$ cat config.mk
export PLATFORM = sky130hd
export DESIGN_NAME = mips_mc_controller
export DESIGN_NICKNAME = d
export VERILOG_FILES = /design/src/rtl/mips_mc_controller.sv
export SDC_FILE = /design/constraint.sdc
export NUM_CORES = 1
export LEC_CHECK = 0
export ABC_AREA = 1
export ABC_CLOCK_PERIOD_IN_PS = 1450
export BUFFER_PORTS_ARGS = -buffer_cell sky130_fd_sc_hd__buf_2
export CAP_MARGIN = 20
export CORE_MARGIN = 5
export CORE_UTILIZATION = 51
export DETAILED_ROUTE_END_ITERATION = 7
export PLACE_DENSITY = 0.77
export SYNTH_ARGS = -nofsm -noshare
export SYNTH_HDL_FRONTEND = slang
export SYNTH_SLANG_ARGS = --single-unit
$ cat constraint.sdc
create_clock -name clk -period 1.45 [get_ports clk]
set_clock_uncertainty 0.05 [all_clocks]
set_input_delay 0.0725 -clock clk [delete_from_list [all_inputs] [get_ports clk]]
set_output_delay 0.0725 -clock clk [all_outputs]
set_load 0.02 [all_outputs]
$ cat src/rtl/mips_mc_controller.sv
// -----------------------------------------------------------------------------
// mips_mc_controller
//
// Control FSM for the multi-cycle MIPS datapath. Every instruction runs
// FETCH, then DECODE, then a short opcode-specific tail of 1-3 states. The FSM
// drives every mux select, write enable and ALU operation of the datapath.
// An undefined opcode or R-type funct parks the FSM in HALT until reset.
//
// Ports
//   clk            in   1  clock, rising edge
//   rst            in   1  synchronous active-high reset; forces all outputs to 0
//   OPC            in   6  IR[31:26] from the datapath
//   Func           in   6  IR[5:0] from the datapath
//   zero           in   1  ALU zero flag, consumed only in BRANCH
//   pc_write       out  1  load PC (branch condition folded in)
//   ir_write       out  1  load IR
//   IorD           out  1  memory address select: 0=PC, 1=ALUOut
//   MemRead        out  1  memory read strobe
//   MemWrite       out  1  memory write strobe
//   regwrite       out  1  register file write enable
//   RegDst         out  2  write register: 00=rt, 01=rd, 10=$31
//   MemToReg       out  2  write data: 00=ALUOut, 01=MDR, 10=PC
//   ALUSrcA        out  1  0=PC, 1=A
//   ALUSrcB        out  2  00=B, 01=4, 10=SE(imm), 11=SE(imm)<<2
//   ALU_operation  out  3  000 and, 001 or, 010 add, 110 sub, 111 slt
//   PCSrc          out  2  00=ALU, 01=ALUOut, 10=jump target, 11=A
//   instr_done     out  1  pulse in the last state of each instruction
//   halted         out  1  high while in HALT
//
// The current state is held in state_q (4-bit binary, FETCH=0) so checkers
// can bind to it directly.
// -----------------------------------------------------------------------------
module mips_mc_controller (
  input  logic       clk,
  input  logic       rst,
  input  logic [5:0] OPC,
  input  logic [5:0] Func,
  input  logic       zero,
  output logic       pc_write,
  output logic       ir_write,
  output logic       IorD,
  output logic       MemRead,
  output logic       MemWrite,
  output logic       regwrite,
  output logic [1:0] RegDst,
  output logic [1:0] MemToReg,
  output logic       ALUSrcA,
  output logic [1:0] ALUSrcB,
  output logic [2:0] ALU_operation,
  output logic [1:0] PCSrc,
  output logic       instr_done,
  output logic       halted
);

  // Opcodes
  localparam logic [5:0] OP_R    = 6'b000000;
  localparam logic [5:0] OP_LW   = 6'b100011;
  localparam logic [5:0] OP_SW   = 6'b101011;
  localparam logic [5:0] OP_BEQ  = 6'b000100;
  localparam logic [5:0] OP_BNE  = 6'b000101;
  localparam logic [5:0] OP_ADDI = 6'b001000;
  localparam logic [5:0] OP_SLTI = 6'b001010;
  localparam logic [5:0] OP_ANDI = 6'b001100;
  localparam logic [5:0] OP_J    = 6'b000010;
  localparam logic [5:0] OP_JAL  = 6'b000011;

  // R-type funct codes
  localparam logic [5:0] F_ADD = 6'b100000;
  localparam logic [5:0] F_SUB = 6'b100010;
  localparam logic [5:0] F_AND = 6'b100100;
  localparam logic [5:0] F_OR  = 6'b100101;
  localparam logic [5:0] F_SLT = 6'b101010;
  localparam logic [5:0] F_JR  = 6'b001000;

  // ALU operations
  localparam logic [2:0] ALU_AND = 3'b000;
  localparam logic [2:0] ALU_OR  = 3'b001;
  localparam logic [2:0] ALU_ADD = 3'b010;
  localparam logic [2:0] ALU_SUB = 3'b110;
  localparam logic [2:0] ALU_SLT = 3'b111;

  typedef enum logic [3:0] {
    S_FETCH    = 4'd0,
    S_DECODE   = 4'd1,
    S_MEM_ADDR = 4'd2,
    S_MEM_RD   = 4'd3,
    S_MEM_WB   = 4'd4,
    S_MEM_WR   = 4'd5,
    S_R_EXEC   = 4'd6,
    S_R_WB     = 4'd7,
    S_IMM_EXEC = 4'd8,
    S_IMM_WB   = 4'd9,
    S_BRANCH   = 4'd10,
    S_JUMP     = 4'd11,
    S_JAL      = 4'd12,
    S_JR       = 4'd13,
    S_HALT     = 4'd14
  } state_e;

  state_e     state_q, state_d;
  logic [5:0] opc_q, func_q;

  function automatic logic r_func_ok(input logic [5:0] f);
    return (f == F_ADD) || (f == F_SUB) || (f == F_AND) ||
           (f == F_OR)  || (f == F_SLT);
  endfunction

  function automatic logic [2:0] r_alu_op(input logic [5:0] f);
    logic [2:0] op;
    op = ALU_AND;
    case (f)
      F_ADD:   op = ALU_ADD;
      F_SUB:   op = ALU_SUB;
      F_AND:   op = ALU_AND;
      F_OR:    op = ALU_OR;
      F_SLT:   op = ALU_SLT;
      default: op = ALU_AND;
    endcase
    return op;
  endfunction

  // ---------------------------------------------------------------------------
  // State register. OPC/Func are captured on the edge that leaves DECODE, so
  // every state after DECODE works from a stable copy even though the
  // datapath IR inputs may change.
  // ---------------------------------------------------------------------------
  always_ff @(posedge clk) begin
    if (rst) begin
      state_q <= S_FETCH;
      opc_q   <= '0;
      func_q  <= '0;
    end else begin
      state_q <= state_d;
      if (state_q == S_DECODE) begin
        opc_q  <= OPC;
        func_q <= Func;
      end
    end
  end

  // ---------------------------------------------------------------------------
  // Next-state logic. DECODE dispatches on the live IR fields because the
  // latched copies only become valid on the edge leaving DECODE.
  // ---------------------------------------------------------------------------
  always_comb begin
    state_d = S_HALT;
    case (state_q)
      S_FETCH:  state_d = S_DECODE;
      S_DECODE: begin
        case (OPC)
          OP_R:                      state_d = (Func == F_JR) ? S_JR : S_R_EXEC;
          OP_LW, OP_SW:              state_d = S_MEM_ADDR;
          OP_BEQ, OP_BNE:            state_d = S_BRANCH;
          OP_ADDI, OP_SLTI, OP_ANDI: state_d = S_IMM_EXEC;
          OP_J:                      state_d = S_JUMP;
          OP_JAL:                    state_d = S_JAL;
          default:                   state_d = S_HALT;
        endcase
      end
      S_MEM_ADDR: state_d = (opc_q == OP_LW) ? S_MEM_RD : S_MEM_WR;
      S_MEM_RD:   state_d = S_MEM_WB;
      S_MEM_WB:   state_d = S_FETCH;
      S_MEM_WR:   state_d = S_FETCH;
      S_R_EXEC:   state_d = r_func_ok(func_q) ? S_R_WB : S_HALT;
      S_R_WB:     state_d = S_FETCH;
      S_IMM_EXEC: state_d = S_IMM_WB;
      S_IMM_WB:   state_d = S_FETCH;
      S_BRANCH:   state_d = S_FETCH;
      S_JUMP:     state_d = S_FETCH;
      S_JAL:      state_d = S_FETCH;
      S_JR:       state_d = S_FETCH;
      S_HALT:     state_d = S_HALT;
      default:    state_d = S_HALT;
    endcase
  end

  // ---------------------------------------------------------------------------
  // Output decode. Moore on state except pc_write in BRANCH. Every output is
  // forced low while rst is high so a reset landing mid-instruction cannot
  // leak a write strobe in the cycle before the reset edge takes effect.
  // ---------------------------------------------------------------------------
  always_comb begin
    pc_write      = 1'b0;
    ir_write      = 1'b0;
    IorD          = 1'b0;
    MemRead       = 1'b0;
    MemWrite      = 1'b0;
    regwrite      = 1'b0;
    RegDst        = 2'b00;
    MemToReg      = 2'b00;
    ALUSrcA       = 1'b0;
    ALUSrcB       = 2'b00;
    ALU_operation = ALU_AND;
    PCSrc         = 2'b00;
    instr_done    = 1'b0;
    halted        = 1'b0;
    if (!rst) begin
      case (state_q)
        S_FETCH: begin
          MemRead       = 1'b1;
          ir_write      = 1'b1;
          ALUSrcB       = 2'b01;
          ALU_operation = ALU_ADD;
          pc_write      = 1'b1;
        end
        S_DECODE: begin
          // Branch target PC+4 + (imm<<2) precomputed into ALUOut.
          ALUSrcB       = 2'b11;
          ALU_operation = ALU_ADD;
        end
        S_MEM_ADDR: begin
          ALUSrcA       = 1'b1;
          ALUSrcB       = 2'b10;
          ALU_operation = ALU_ADD;
        end
        S_MEM_RD: begin
          MemRead = 1'b1;
          IorD    = 1'b1;
        end
        S_MEM_WB: begin
          regwrite   = 1'b1;
          MemToReg   = 2'b01;
          instr_done = 1'b1;
        end
        S_MEM_WR: begin
          MemWrite   = 1'b1;
          IorD       = 1'b1;
          instr_done = 1'b1;
        end
        S_R_EXEC: begin
          ALUSrcA       = 1'b1;
          ALU_operation = r_alu_op(func_q);
        end
        S_R_WB: begin
          regwrite   = 1'b1;
          RegDst     = 2'b01;
          instr_done = 1'b1;
        end
        S_IMM_EXEC: begin
          ALUSrcA = 1'b1;
          ALUSrcB = 2'b10;
          case (opc_q)
            OP_SLTI: ALU_operation = ALU_SLT;
            OP_ANDI: ALU_operation = ALU_AND;
            default: ALU_operation = ALU_ADD;
          endcase
        end
        S_IMM_WB: begin
          regwrite   = 1'b1;
          instr_done = 1'b1;
        end
        S_BRANCH: begin
          ALUSrcA       = 1'b1;
          ALU_operation = ALU_SUB;
          PCSrc         = 2'b01;
          instr_done    = 1'b1;
          pc_write      = ((opc_q == OP_BEQ) &&  zero) ||
                          ((opc_q == OP_BNE) && !zero);
        end
        S_JUMP: begin
          PCSrc      = 2'b10;
          pc_write   = 1'b1;
          instr_done = 1'b1;
        end
        S_JAL: begin
          // PC already holds PC+4 from FETCH, so $31 gets the return address
          // on the same edge that loads the jump target.
          regwrite   = 1'b1;
          RegDst     = 2'b10;
          MemToReg   = 2'b10;
          PCSrc      = 2'b10;
          pc_write   = 1'b1;
          instr_done = 1'b1;
        end
        S_JR: begin
          PCSrc      = 2'b11;
          pc_write   = 1'b1;
          instr_done = 1'b1;
        end
        S_HALT: begin
          halted = 1'b1;
        end
        default: begin
          halted = 1'b0;
        end
      endcase
    end
  end

endmodule
# Yosys cells after proc, flatten, opt, wreduce, memory -nomap -nowiden
# Cells that the tools add are included.
# Widths: inputs -> output; s select.
# totals
ff_bits	16
input_bits	15
wordCells	94
# op_classes
eq_ne	34
n_mux	35
reduce_logical	22
# ops
cell	n
$eq 6x6->1 const B	8
$eq 6x4->1 const B	6
$eq 4x4->1 const B	7
$pmux 4 s7	1
$eq 6x3->1 const B	4
$pmux 3 s4	2
$pmux 4 s6	1
$mux 1	17
$eq 4x3->1 const B	4
$eq 6x2->1 const B	2
$pmux 2 s3	2
$reduce_or 2->1	6
$reduce_or 4->1	3
$eq 4x2->1 const B	2
$mux 2	4
$mux 4	2
$pmux 2 s2	2
$reduce_or 8->1	1
$logic_not 6->1	1
$mux 3	2
$pmux 3 s2	1
$reduce_or 3->1	2
$logic_or 1x1->1	5
$eq 4x1->1 const B	1
4 further kinds	5

# Longest topological paths before layout
# Gate-level depths: netlist (run 1).
# depth
depth_word	7
ltp_mapped	9
mapped_depth_nobuf	9

# Least setup slack after synthesis (run 1)
# Ideal clock, no wire load.
# synth_path
kind	register to output
from	register state_q[0]
to	output port ALUSrcB[1]
arrival_time_ps	1288
required_ps	1327
slack_ps	40
path_stages_with_launch	8
cell_sequence	dfxtp_1 inv_2 nor2_2 inv_2 nor2_4 inv_2 buf_6 a31oi_1
# synth_via
elab_chain_cells	4
# synth_lines
element	line_no	text
start: declaration	100	state_e state_q, state_d;
start signal: assignment	133	state_q <= state_d;
$eq 4x4->1 or $eq 4x2->1 (tied branches)	198	case (state_q)
$reduce_or 2->1 (no line)	--	
$pmux 2 s3 *	198	
$mux 2 *	197	if (!rst) begin
end: declaration	48	output logic [1:0] ALUSrcB,
# Every way passes the cells marked *; elsewhere a longest branch is shown, timed or not.

# Worst setup path in the final report (run 1)
# layout_path
from	register state_q[1]
to	output port ALU_operation[0]
# layout_via
elab_chain_cells	4
# layout_lines
element	line_no	text
$eq 4x1->1, or another cell as far along	198	
$reduce_or 3->1 (no line)	--	
$pmux 3 s4 *	198	
$mux 3 *	197	
end: declaration	49	output logic [2:0] ALU_operation,
# Marks and branches as above.

==> results of run 1 <==
[tightest hold or removal path: cells and delay by family]
kind | cells | cell delay [ns]
compound gates | 2 | 0.17
buf+inv | 1 | 0.09
[report_power, final]
group	leakage (nW)	switching (mW)	internal (mW)	total, mW
registers	0.134	0.209	0.670	0.880
logic	0.726	1.34	0.822	2.16
clock network	0.0210	0.140	0.153	0.293
[layout make-up]
cell class | instances | area [um2]
fill | 166 | 412.9
timing repair buffer | 53 | 377.9
tap | 28 | 35.03
inverter | 39 | 151.4
multi-input combinational | 150 | 887.1
sequential | 16 | 332.8
clock buffer | 4 | 36.28
[repair_timing]
item / 4_1_cts / 5_1_grt
resized for setup: 51 / 36
buffers inserted: 6 / 2
pin swaps: 9 / 7
endpoints found under the hold margin: 4 / 0
cloned: 0 / 0
hold buffers: 4 / 0
setup endpoints to repair: 18 / 23
[kinds of logic (layout without fill, tap and decap cells)]
kind of cell | Yosys count | count (layout)
compound gates | 47 | 47
flops | 16 | 16
simple gates | 103 | 103
buf+inv | 44 | 96
[layer usage]
metal	wire length [um]	vias to the layer above	GRT usage, %
met5	0	-	0
met4	69	0	7.616
met3	240	7	2.193
met2	2030	55	41.31
met1	1475	688	26.29
li1	-	785	-
[per-stage QoR]
step | power (mW) | TNS (ns) | area [um2] | setup slack [ns]
6_report | 3.331 | -1.819 | 1821 | -0.2066
5_1_grt | 3.599 | -3.383 | 1821 | -0.3211
4_1_cts | 3.063 | -1.191 | 1683 | -0.1392
3_5_place_dp | 2.389 | -0.03944 | 1424 | -0.03944
3_3_place_gp | 2.372 | 0 | 1424 | 0.01145
2_1_floorplan | 1.940 | 0 | 1200 | 0.03990
[flip-flops by register name (all words and copies together), names as in the netlist]
signal   cells
opc_q        6
func_q       6
state_q      4
[synthesized netlist by cell type]
cell type and number:
sky130_fd_sc_hd__inv_2 6, sky130_fd_sc_hd__clkbuf_1 3, sky130_fd_sc_hd__nor3_2 2, sky130_fd_sc_hd__nor2_4 1, sky130_fd_sc_hd__o21ai_1 3, sky130_fd_sc_hd__nand2_1 27, sky130_fd_sc_hd__nand3_1 10, sky130_fd_sc_hd__nor3b_1 1
sky130_fd_sc_hd__nor2_2 3, sky130_fd_sc_hd__dfxtp_1 16, sky130_fd_sc_hd__nor2_1 46, sky130_fd_sc_hd__nor3_1 7, sky130_fd_sc_hd__buf_6 2, sky130_fd_sc_hd__o21ai_0 19, sky130_fd_sc_hd__nand2_2 2, sky130_fd_sc_hd__nand4_1 3
sky130_fd_sc_hd__o31ai_1 1, sky130_fd_sc_hd__a31oi_1 3, sky130_fd_sc_hd__a21oi_1 20, sky130_fd_sc_hd__inv_1 33, sky130_fd_sc_hd__a41oi_1 1, sky130_fd_sc_hd__or2_2 1
[final timing paths]
kind	startpoint	to	slack, ns	cells after the start
max	state_q[1]$_SDFF_PP0_	ALU_operation[0]	-0.21	8
max reg2reg	state_q[0]$_SDFF_PP0_	state_q[2]$_SDFF_PP0_	-0.02	9
min	Func[5]	func_q[5]$_SDFFE_PP0P_	0.02	3
min reg2reg	func_q[5]$_SDFFE_PP0P_	func_q[5]$_SDFFE_PP0P_	0.44	2
==> flow_summary.json, run 1 <==
{
  "synth-seq-cells": 16,
  "root_buffer": "sky130_fd_sc_hd__clkbuf_4",
  "grt_first_pass_wirelength_um": 6016,
  "yosysWarnings": 0,
  "hpwl_um": 2545,
  "dieWidth_um": 58.51,
  "synth_simple_gate_area_share_pct": 37.85,
  "vdd.ir_drop.worst_mv": 1.275,
  "muxShareOfSynthArea_pct": 0,
  "crit_path_end_kind": "primary output",
  "period_needed_ns": 1.657,
  "critical-path-slowest-cell": "sky130_fd_sc_hd__dfxtp_4",
  "status": "complete, but fails checks",
  "tritoncts.num_buffers": 3,
  "hold_slack_ns": 0.01788,
  "remaining_global_route_overflow": 0,
  "cts.htree.levels": 1,
  "place.detailed.instances": 274,
  "hold_violations": 0,
  "tightestPinTransition_ns": 0.2347,
  "critical-path-top-cell-by-count": "sky130_fd_sc_hd__nor2_4",
  "antenna_found_initial": 0,
  "ant_nets": 0,
  "final_util_pct": 81.51,
  "start_kind": "flop",
  "post_synth_instance_area_um2": 1200,
  "synth-compound-area-share_pct": 20.44,
  "synthDominantAreaCellType": "sky130_fd_sc_hd__dfxtp_1",
  "unrepaired_setup_endpoints_after_global_routing": "true",
  "crit_required_ns": 1.33,
  "route.final.wire_length_um": 3816,
  "die_height_um": 58.51,
  "grt_max_degree": 17,
  "core_area_um2": 2233,
  "failed_checks": "setup timing",
  "layout_commonest_cell": "sky130_fd_sc_hd__nor2_1",
  "setup.worst_path.class": "reg2out",
  "synthCells": 210,
  "placement_rows": 17,
  "yosys.area_share.adder_pct": 0,
  "timing.fmax_ghz": 0.6037,
  "critPathArrivalTime_ns": 1.53,
  "floorplan.initialDensity_pct": 53.73,
  "fin_ws_ns": -0.2066,
  "synth.top_cells.by_area": "sky130_fd_sc_hd__dfxtp_1, sky130_fd_sc_hd__nor2_1, sky130_fd_sc_hd__inv_1, sky130_fd_sc_hd__nand2_1, sky130_fd_sc_hd__a21oi_1",
  "synth_top_cell_area_share_pct": 26.69,
  "slew_headroom_pct": 84.30,
  "worstPathCellList": "nor2_4, inv_2, nor2_4, inv_2, nor2_4, nor2_1, a21oi_2, buf_4",
  "synth.net_count": 225,
  "io-pin-count": 35,
  "cpPeakStageDelay_ns": 0.39,
  "syn_area_per_cell_um2": 5.714,
  "final_setup_fails": 15,
  "diodes": 0,
  "buffer_and_inverter_count_on_the_worst_path": 3,
  "track_usage_pct": 22.27,
  "post_synth_xor_area_fraction_pct": 0,
  "instances_no_fill": 290,
  "globalplace.congestion": 0.8392,
  "clk_pin_slew_worst_paths_ns": 0.10,
  "numPortBuffers": 34,
  "cap_violations": 0,
  "cts.sinks": 16,
  "path_delay_family": "simple AND/OR/NAND/NOR gates",
  "min_path_type": "in2reg",
  "largest_family_of_logic_cells_by_synthesized_area": "simple AND/OR/NAND/NOR gates",
  "max_transition_viols_final": 0,
  "drt_pass1_iterations": 4,
  "cts_tree": "done",
  "first_iter_violations": 96,
  "static-leakage-power_nw": 0.8815,
  "layout-drive-gt1-share_pct": 41.98,
  "post_drt_wl_per_cell_um": 13.16,
  "total_via_count_after_detailed_routing": 1535,
  "num-nets-final": 278,
  "seq_area_frac_synth_pct": 26.69,
  "route.detailed.drc": 0,
  "cp_max_fo": 6,
  "final.period_utilization_pct": 114.2,
  "die_area_um2": 3423,
  "worstSkewPairLatency_ns": 0.29,
  "cts_buffer_depth": 2,
  "first_global_vias": 1405,
  "yosysUniqueCellTypes": 22,
  "final_cell_mix": "sky130_fd_sc_hd__nor2_1, sky130_fd_sc_hd__inv_1, sky130_fd_sc_hd__buf_4",
  "power.density_nw_per_um2": 1830,
  "vias_per_cell": 5.293,
  "layout-area-overhead-vs-synth_pct": 51.72
}
Note: power is estimated with default switching activity, not from simulation.
==> inputs of run 2 (changes only) <==
SKIP_CTS_REPAIR_TIMING = 1   (was unset)
==> run 2 against run 1 <==
- the run ends with hold timing, setup timing left
- non-clock buffer count fell by 4
- final cell count down 1.4%
- core utilization fell by 0.95 points
- hold slack worse by 0.035 ns
- critical path depth is 1 lower
- via count down 0.59%
- sequential power grew 3.5%
- total power is 3.7% higher
- largest power group unchanged
- largest cell class unchanged
- fmax decreased by 1.4%
- flip-flop and latch count did not move
==> flow_summary.json, run 2 (synthesis gave the netlist of run 1 again) <==
{
  "status": "complete, but fails checks",
  "failed_checks": "hold timing, setup timing",
  "cap_violations": 0,
  "fillers": 173,
  "antenna_found_initial": 0,
  "grtUsageMet1_pct": 24.17,
  "final.period_utilization_pct": 115.9,
  "worstSkewPairLatency_ns": 0.29,
  "globalRouteMet2Util_pct": 35.25,
  "unrepaired_setup_endpoints_after_global_routing": "true",
  "hpwl_um": 2545,
  "static-leakage-power_nw": 0.8663,
  "numPortBuffers": 34,
  "detailedPlace.worstSlack_ns": -0.03944,
  "vias_per_cell": 5.336,
  "drt_pass1_iterations": 4,
  "max_transition_viols_final": 0,
  "cts_buffer_depth": 2,
  "io-pin-count": 35,
  "period_needed_ns": 1.680,
  "cp_max_fo": 4,
  "route.detailed.drc": 0,
  "grt_first_pass_wirelength_um": 5319,
  "post_drt_wl_per_cell_um": 13.34,
  "vdd.ir_drop.worst_mv": 1.365,
  "final_util_pct": 80.56,
  "die_area_um2": 3423,
  "rrSetupSlack_ns": 0.08,
  "layout-drive-gt1-share_pct": 41.86,
  "final_setup_fails": 13,
  "hold_violations": 3,
  "setup.worst_path.class": "reg2out",
  "layout_commonest_cell": "sky130_fd_sc_hd__nor2_1",
  "remaining_global_route_overflow": 0,
  "crit_required_ns": 1.33,
  "clk_pin_slew_worst_paths_ns": 0.10,
  "root_buffer": "sky130_fd_sc_hd__clkbuf_4",
  "total_via_count_after_detailed_routing": 1526,
  "cts_tree": "done",
  "min_path_type": "in2reg",
  "route.final.wire_length_um": 3815,
  "final_cell_mix": "sky130_fd_sc_hd__nor2_1, sky130_fd_sc_hd__inv_1, sky130_fd_sc_hd__buf_4",
  "tightestPinTransition_ns": 0.3010,
  "fin_ws_ns": -0.2298,
  "placement_rows": 17,
  "core_area_um2": 2233,
  "die_height_um": 58.51,
  "tritoncts.num_buffers": 3,
  "critPathArrivalTime_ns": 1.56,
  "num-nets-final": 274,
  "slew_headroom_pct": 79.86,
  "start_kind": "flop",
  "crit_path_end_kind": "primary output",
  "first_iter_violations": 117,
  "globalplace.congestion": 0.8392,
  "dieWidth_um": 58.51,
  "layout-area-overhead-vs-synth_pct": 49.95,
  "biggestRegsByFlops": "func_q x6, opc_q x6, state_q x4",
  "track_usage_pct": 19.41,
  "timing.fmax_ghz": 0.5953,
  "grt_max_degree": 17,
  "use_met3_pct": 1.974,
  "gr-max-usage-layer": "met2",
  "cts.htree.levels": 1,
  "floorplan.initialDensity_pct": 53.73,
  "ant_nets": 0,
  "power.density_nw_per_um2": 1919,
  "diodes": 0,
  "first_global_vias": 1288,
  "cts.sinks": 16,
  "hold_slack_ns": -0.01694
}
==> run 2: metal layers <==
| metal | wire [um] | vias to the layer above |
|---|---|---|
| met4 | 136 | 0 |
| met3 | 206 | 14 |
| met1 | 1619 | 690 |
| li1 | - | 772 |
| met5 | 0 | - |
| met2 | 1853 | 50 |
==> run 2: worst max-delay path, stage by stage (launching register included) <==
cell                      delay [ns]
sky130_fd_sc_hd__dfxtp_4        0.40
sky130_fd_sc_hd__nand2_1        0.12
sky130_fd_sc_hd__inv_2          0.11
sky130_fd_sc_hd__nand2_1        0.06
sky130_fd_sc_hd__o21ai_1        0.12
sky130_fd_sc_hd__inv_1          0.10
sky130_fd_sc_hd__a41oi_2        0.20
sky130_fd_sc_hd__buf_4          0.17
==> run 2: final timing paths <==
path                                              from                endpoint  cells after the start
worst max-delay path             state_q[3]$_SDFF_PP0_              instr_done                      7
worst min-delay path                           Func[4]  func_q[4]$_SDFFE_PP0P_                      3
worst max register to register   state_q[3]$_SDFF_PP0_   opc_q[3]$_SDFFE_PP0P_                      8
worst min register to register  func_q[5]$_SDFFE_PP0P_  func_q[5]$_SDFFE_PP0P_                      2
==> run 2: through the flow <==
step / area, um2 / total power, mW / cells / TNS, ns
floorplan: 1200 / 1.940 / 210 / 0
CTS: 1460 / 2.681 / 278 / -3.007
finish: 1799 / 3.453 / 286 / -1.882
global route: 1799 / 3.702 / 286 / -3.381
detailed placement: 1424 / 2.389 / 274 / -0.03944
global placement: 1424 / 2.372 / 274 / 0
==> run 2: layout make-up <==
type / instances / area [um2] / area share (%)
Inverter: 39 / 156.4 / 8.693
Clock buffer: 4 / 36.28 / 2.017
Sequential cell: 16 / 334.1 / 18.57
Timing Repair Buffer: 49 / 341.6 / 18.98
Tap cell: 28 / 35.03 / 1.947
Multi-Input combinational cell: 150 / 895.9 / 49.79
==> run 2: where the power goes <==
group          total (mW)  leakage, nW  switching [mW]  internal, mW
logic                2.25        0.711            1.38         0.875
registers           0.911        0.135           0.238         0.674
clock network       0.290       0.0210           0.137         0.153
total                3.45        0.866            1.75          1.70
